--- config.mk ---
export PLATFORM = sky130hd
export DESIGN_NAME = commit_trace_tx
export DESIGN_NICKNAME = d
export VERILOG_FILES = /design/src/rtl/commit_trace_tx.sv
export SDC_FILE = /design/constraint.sdc
export NUM_CORES = 1
export LEC_CHECK = 0
export CORE_MARGIN = 2
export CORE_UTILIZATION = 40
export CTS_CLUSTER_SIZE = 28
export DETAILED_ROUTE_END_ITERATION = 16
export SKIP_CTS_REPAIR_TIMING = 1
export SYNTH_ARGS = -nofsm -noshare
export SYNTH_HDL_FRONTEND = slang
export SYNTH_SLANG_ARGS = --single-unit
--- constraint.sdc ---
create_clock -name clk -period 7.3 [get_ports clk]
set_input_delay 0.73 -clock clk [delete_from_list [all_inputs] [get_ports clk]]
set_output_delay 0.73 -clock clk [all_outputs]
set_load 0.01 [all_outputs]
--- src/rtl/commit_trace_tx.sv ---
// ============================================================================
// Module      : commit_trace_tx
// Description : Buffers register-writeback commits (pc, reg, data) in a FIFO
//               and serializes each as a 9-byte record on a valid/ready stream.
//               Optional build macro: TRACE_FILTER_R0_EN (drop $0 writes).
// Revision    : 1.0 - initial release
// ============================================================================
`default_nettype none

module commit_trace_tx #(
  parameter int DEPTH = 16,
  parameter int AW    = 4
) (
  input  logic        clk,
  input  logic        reset,
  input  logic        commit_en,
  input  logic [31:0] commit_pc,
  input  logic [4:0]  commit_reg,
  input  logic [31:0] commit_data,
  output logic [7:0]  tx_data,
  output logic        tx_valid,
  input  logic        tx_ready,
  output logic        full,
  output logic        empty,
  output logic        overflow,
  output logic [15:0] drop_cnt
);

  localparam logic [AW:0] c_full_count = (AW+1)'(DEPTH);
  localparam logic [3:0]  c_last_idx   = 4'd8;

  typedef enum logic [0:0] {
    ST_IDLE = 1'b0,
    ST_SEND = 1'b1
  } state_t;

  state_t        r_state;
  logic [68:0]   r_mem [DEPTH];
  logic [AW-1:0] r_wr_ptr;
  logic [AW-1:0] r_rd_ptr;
  logic [AW:0]   r_count;
  logic [71:0]   r_shift;
  logic [3:0]    r_idx;
  logic          r_tx_valid;
  logic          r_full;
  logic          r_empty;
  logic          r_overflow;
  logic [15:0]   r_drop_cnt;

  logic          w_commit;
  logic          w_at_full;
  logic          w_push;
  logic          w_drop;
  logic          w_accept;
  logic          w_last;
  logic          w_pop;
  logic [68:0]   w_head;
  logic [71:0]   w_head_bytes;
  logic [AW:0]   w_count_nxt;

`ifdef TRACE_FILTER_R0_EN
  assign w_commit = commit_en && (commit_reg != 5'd0);
`else
  assign w_commit = commit_en;
`endif

  // A full FIFO drops the commit even if a pop frees a slot on the same edge.
  assign w_at_full    = (r_count == c_full_count);
  assign w_push       = w_commit && !w_at_full;
  assign w_drop       = w_commit && w_at_full;
  assign w_accept     = r_tx_valid && tx_ready;
  assign w_last       = w_accept && (r_idx == c_last_idx);
  assign w_pop        = (r_count != '0) && ((r_state == ST_IDLE) || w_last);
  assign w_head       = r_mem[r_rd_ptr];
  assign w_head_bytes = {w_head[68:37], 3'b000, w_head[36:32], w_head[31:0]};
  assign w_count_nxt  = r_count + (AW+1)'(w_push) - (AW+1)'(w_pop);

  always_ff @(posedge clk) begin
    if (w_push) begin
      r_mem[r_wr_ptr] <= {commit_pc, commit_reg, commit_data};
    end
  end

  always_ff @(posedge clk) begin
    if (!reset) begin
      r_wr_ptr   <= '0;
      r_rd_ptr   <= '0;
      r_count    <= '0;
      r_full     <= 1'b0;
      r_empty    <= 1'b1;
      r_overflow <= 1'b0;
      r_drop_cnt <= 16'h0000;
    end else begin
      if (w_push) r_wr_ptr <= r_wr_ptr + 1'b1;
      if (w_pop)  r_rd_ptr <= r_rd_ptr + 1'b1;
      r_count <= w_count_nxt;
      r_full  <= (w_count_nxt == c_full_count);
      r_empty <= (w_count_nxt == '0);
      if (w_drop) begin
        r_overflow <= 1'b1;
        if (r_drop_cnt != 16'hFFFF) r_drop_cnt <= r_drop_cnt + 16'd1;
      end
    end
  end

  // The shift register empties itself after the ninth byte, so tx_data idles at 0.
  always_ff @(posedge clk) begin
    if (!reset) begin
      r_state    <= ST_IDLE;
      r_idx      <= 4'd0;
      r_shift    <= 72'd0;
      r_tx_valid <= 1'b0;
    end else begin
      case (r_state)
        ST_IDLE: begin
          if (w_pop) begin
            r_shift    <= w_head_bytes;
            r_idx      <= 4'd0;
            r_tx_valid <= 1'b1;
            r_state    <= ST_SEND;
          end
        end
        ST_SEND: begin
          if (w_accept) begin
            if (r_idx != c_last_idx) begin
              r_idx   <= r_idx + 4'd1;
              r_shift <= {r_shift[63:0], 8'h00};
            end else if (w_pop) begin
              r_shift <= w_head_bytes;
              r_idx   <= 4'd0;
            end else begin
              r_shift    <= 72'd0;
              r_idx      <= 4'd0;
              r_tx_valid <= 1'b0;
              r_state    <= ST_IDLE;
            end
          end
        end
        default: begin
          r_state    <= ST_IDLE;
          r_tx_valid <= 1'b0;
        end
      endcase
    end
  end

  assign tx_data  = r_shift[71:64];
  assign tx_valid = r_tx_valid;
  assign full     = r_full;
  assign empty    = r_empty;
  assign overflow = r_overflow;
  assign drop_cnt = r_drop_cnt;

endmodule

`default_nettype wire

==> qor.log <==
qor: status.status completed
qor: detailed_routing.detail_route.wl_per_cell 26.6 um
qor: place.port_buffers 100
qor: worst_setup_path.cpMostUsedCell sky130_fd_sc_hd__inv_1
qor: worst_setup_path.worstSetupStartpointType flop
qor: detailed_routing.drt-pass1-iter-count 8
qor: synthesis.synthesis.nets 2,467
qor: floorplanning.die_y 348 um
qor: floorplanning.floorplan.initialDensity 40.2%
qor: floorplanning.total_core_area 118,000 um2
qor: timing.final_period_utilization 56.9%
qor: worst_setup_path.worstSetupPathType reg -> reg
qor: timing.worst_slew_margin_rel 16.6%
qor: cells_and_area.finish.instance_area 54,000 um2
qor: worst_setup_path.worst-r2r-cell-count 15
qor: grt.grt_first_pass_wirelength 164 mm
qor: timing.hold_viol_final 0
qor: worst_setup_path.timing.critical_path.slowest_stage_cell sky130_fd_sc_hd__nand2b_1
qor: detailed_routing.initialDrtViolationCount 2,132
qor: worst_setup_path.timing.critical_path.from r_count[2]$_SDFF_PN0_
qor: place.placedInstanceArea 49,900 um2
qor: pwr.total_leakage_power 16.4 nW
qor: synthesis.area_of_the_mapped_netlist 47,300 um2
qor: clock_network.clock_sinks 1,218
qor: synthesis.netlist-cell-type-count 52
qor: pwr.power.ir.vdd_worst 0.000312 V
qor: synthesis.netlist_instances 2,379
qor: pwr.power_per_cell_area 341 nW/um2
qor: worst_setup_path.worstPathCellList inv_1 -> ha_1 -> nor4b_4 -> nand2b_1 -> inv_1 -> ha_1 -> inv_1 -> ha_1 -> inv_1 -> fa_1 -> nand2b_1 -> a21oi_1 -> nor2_1 -> xor2_1 -> o21ai_0
qor: worst_setup_path.r2r_setup_slack 3.15 ns
qor: clock_network.clk_pin_slew_worst_paths 0.07 ns
qor: grt.grt_start_max_net_pins 108
qor: worst_setup_path.end_kind flop
qor: clock_network.clock_insertion_delay_worst_skew 0.74 ns
qor: synthesis.dominantRegCellSynth sky130_fd_sc_hd__edfxtp_1
qor: cells_and_area.design.final.nets 2,588
qor: clock_network.ctsLongestPathBuffers 3
qor: timing.setup-tns-final 0 ns
qor: worst_setup_path.r2r-start r_count[2]$_SDFF_PN0_
qor: worst_setup_path.critical_path.max_fanout 22
qor: cells_and_area.final_core_utilization 45.9%
qor: floorplanning.rows 126
qor: synthesis.synth.avg_cell_area 19.9 um2
qor: timing.max_clock_freq 0.241 GHz
qor: timing.worst_pin_slew 1.25 ns
qor: detailed_routing.route.detailed.vias_per_inst 5.60
qor: timing.final_max_slew_viol_count 0
qor: grt.global_router_s_overall_resource_usage 18.2%
qor: grt.grt_pass1_vias 24,200
qor: worst_setup_path.timing.critical_path.to empty$_SDFF_PN1_
qor: synthesis.synth-warning-count 0
qor: timing.timing.final.ws_setup 3.15 ns
qor: detailed_routing.finalWirelength 110 mm
qor: job.drv_cap 0
qor: floorplanning.die_area 121,000 um2
qor: place.post-place-ws 2.87 ns
qor: grt.initial_antenna_violation_count 9
qor: place.hpwlAfterDp 61.2 mm
qor: worst_setup_path.worst_r2r_endpoint empty$_SDFF_PN1_
qor: synthesis.share_of_async_settable_or_async_resettable_flops_after_synthesis 0%
qor: clock_network.root_buffer sky130_fd_sc_hd__clkbuf_16
qor: worst_setup_path.required 7.95 ns
qor: worst_setup_path.worstPathArrival 4.81 ns
qor: floorplanning.die_w 348 um
qor: timing.finalCriticalPeriod 4.15 ns
qor: grt.global_route.overflow_total 0
qor: clock_network.tritoncts_buffers 119
qor: cells_and_area.syn2layout_area_growth 14.1%
qor: detailed_routing.antenna_violating_nets_post_route 0
qor: timing.finalClockSkew 0.0437 ns
qor: hold_path.type_of_the_most_critical_hold_path reg -> reg
qor: cells_and_area.layout-drive-gt1-share 21.7%
qor: worst_setup_path.timing.critical_path.slowest_cell_delay 0.85 ns
qor: detailed_routing.route.detailed.drc 0
qor: place.gpl.final_weighted_congestion 0.820
qor: timing.grt_setup_unrepaired no
qor: synthesis.number_of_synthesized_register_bits 1,218
qor: detailed_routing.dr_total_vias 23,200
qor: clock_network.cts_max_level 3
qor: timing.setup-violations-final 0
qor: synthesis.yosysSeqAreaShare 74.9%
qor: synthesis.edff_count_synth 1,104
qor: clock_network.tritoncts yes
qor: floorplanning.io-pin-count 101
per-stage QoR:
stage / hold WS [ns] / std cells / total power [mW]
floorplan: 0.432 / 2379 / 11.2
global placement: 0.440 / 3915 / 12.2
detailed placement: 0.448 / 3915 / 12.3
CTS: 0.459 / 4143 / 18.6
global route: 0.485 / 4144 / 19.2
finish: 0.461 / 4145 / 18.4
per-layer routing:
layer	share of wire, %	global-route usage, %	wire length [um]	up-vias
met5	0.052	0	57	-
met4	1.8	4.53	2030	8
met3	6.3	3.04	6920	150
met2	49	30.1	53800	791
met1	43	25.3	47200	12400
li1	-	-	-	9931
kinds of logic after synthesis:
| logic type | after synthesis | share of synthesized area, % |
|---|---|---|
| AOI/OAI and AO/OA | 225 | 3.20 |
| buffers and inverters | 164 | 2.16 |
| and+or+nand+nor | 334 | 3.72 |
| DFF | 1218 | 74.9 |
| adders and majority gates | 15 | 0.412 |
| xor gates and xnor gates | 27 | 0.500 |
| muxes | 396 | 15.1 |
Yosys cell counts (all sizes together), types with 4 or more instances:
master / instances / area (um2)
a21oi: 32 / 160
a22o: 41 / 359
a22oi: 20 / 150
a31o: 7 / 61.3
a32o: 20 / 200
and3: 5 / 31.3
buf: 99 / 780
clkbuf: 50 / 188
dfxtp: 114 / 2280
edfxtp: 1104 / 33200
ha: 14 / 175
inv: 15 / 56.3
mux2i: 140 / 1400
mux4: 256 / 5770
nand2: 107 / 402
nand2b: 24 / 150
nand3: 5 / 25.0
nand4: 25 / 156
nor2: 95 / 357
nor2b: 4 / 25.0
nor3: 51 / 455
o21ai: 85 / 425
o22ai: 7 / 43.8
xnor2: 16 / 140
xor2: 11 / 96.3
flip-flops by register name, summed over array words and instances, names as in the netlist, named ones only:
name	flops
r_state	1
r_wr_ptr	4
overflow	1
r_shift	72
full	1
tx_valid	1
r_count	5
r_rd_ptr	4
r_idx	4
drop_cnt	16
empty	1
r_mem	1104
worst min-delay path by stage:
stage | start | end | slack [ns] | cells past startpoint
floorplan | r_shift[37]$_SDFFE_PN0P_ | r_shift[37]$_SDFFE_PN0P_ | 0.43 | 2
global placement | r_shift[41]$_SDFFE_PN0P_ | r_shift[41]$_SDFFE_PN0P_ | 0.44 | 2
detailed placement | r_shift[46]$_SDFFE_PN0P_ | r_shift[46]$_SDFFE_PN0P_ | 0.45 | 2
CTS | r_shift[46]$_SDFFE_PN0P_ | r_shift[46]$_SDFFE_PN0P_ | 0.46 | 2
global route | r_shift[55]$_SDFFE_PN0P_ | r_shift[55]$_SDFFE_PN0P_ | 0.48 | 2
finish | r_shift[46]$_SDFFE_PN0P_ | r_shift[46]$_SDFFE_PN0P_ | 0.46 | 2
cells in the final DEF, fill, tap and decap left out, types with 3 or more instances in the layout:
cell / instances
sky130_fd_sc_hd__xor2_1: 11
sky130_fd_sc_hd__and4_1: 3
sky130_fd_sc_hd__a32o_1: 20
sky130_fd_sc_hd__inv_16: 3
sky130_fd_sc_hd__clkinvlp_4: 8
sky130_fd_sc_hd__nand3_1: 5
sky130_fd_sc_hd__buf_4: 45
sky130_fd_sc_hd__dfxtp_4: 3
sky130_fd_sc_hd__nor4_1: 3
sky130_fd_sc_hd__nor3_1: 7
sky130_fd_sc_hd__clkbuf_8: 6
sky130_fd_sc_hd__a22o_1: 41
sky130_fd_sc_hd__o22ai_1: 7
sky130_fd_sc_hd__nor2_4: 13
sky130_fd_sc_hd__clkinv_2: 22
sky130_fd_sc_hd__clkdlybuf4s50_1: 100
sky130_fd_sc_hd__a211oi_1: 3
sky130_fd_sc_hd__and3_1: 5
sky130_fd_sc_hd__clkinv_4: 10
sky130_fd_sc_hd__nand2_1: 107
sky130_fd_sc_hd__a31o_1: 7
sky130_fd_sc_hd__clkbuf_1: 25
sky130_fd_sc_hd__o21ai_0: 83
sky130_fd_sc_hd__bufinv_16: 16
sky130_fd_sc_hd__edfxtp_1: 1104
sky130_fd_sc_hd__nand4_1: 25
sky130_fd_sc_hd__buf_12: 4
sky130_fd_sc_hd__ha_1: 14
sky130_fd_sc_hd__dfxtp_1: 110
sky130_fd_sc_hd__nor3_2: 44
sky130_fd_sc_hd__nor2_1: 80
sky130_fd_sc_hd__mux4_2: 256
sky130_fd_sc_hd__a22oi_1: 20
sky130_fd_sc_hd__nand2b_1: 24
sky130_fd_sc_hd__xnor2_1: 16
sky130_fd_sc_hd__clkbuf_16: 121
sky130_fd_sc_hd__clkinv_1: 13
sky130_fd_sc_hd__mux2i_1: 140
sky130_fd_sc_hd__a21oi_1: 32
sky130_fd_sc_hd__inv_1: 14
cell type report:
| type | instances | area, um2 |
|---|---|---|
| Antenna cell | 2 | 5.00 |
| Clock buffer | 152 | 3200 |
| Clock inverter | 76 | 935 |
| Fill cell | 9704 | 63800 |
| Inverter | 15 | 58.8 |
| Multi-Input combinational cell | 997 | 11000 |
| Sequential cell | 1218 | 35400 |
| Tap cell | 1536 | 1920 |
| Timing Repair Buffer | 149 | 1420 |
report_power, final:
group | internal [mW] | switching (mW) | total, mW
combinational | 1.70 | 2.02 | 3.72
sequential | 8.01 | 0.306 | 8.32
clock | 3.70 | 2.68 | 6.38
critical path, delay by kind of cell (launching register included):
| kind | cells | cell delay, ns |
|---|---|---|
| adders and majority gates | 4 | 1.10 |
| xor gates and xnor gates | 1 | 0.17 |
| buffers and inverters | 4 | 0.44 |
| AOI/OAI and AO/OA | 2 | 0.38 |
| and+or+nand+nor | 4 | 1.66 |
| DFF | 1 | 0.32 |
Power figures use the tool's default switching activity.
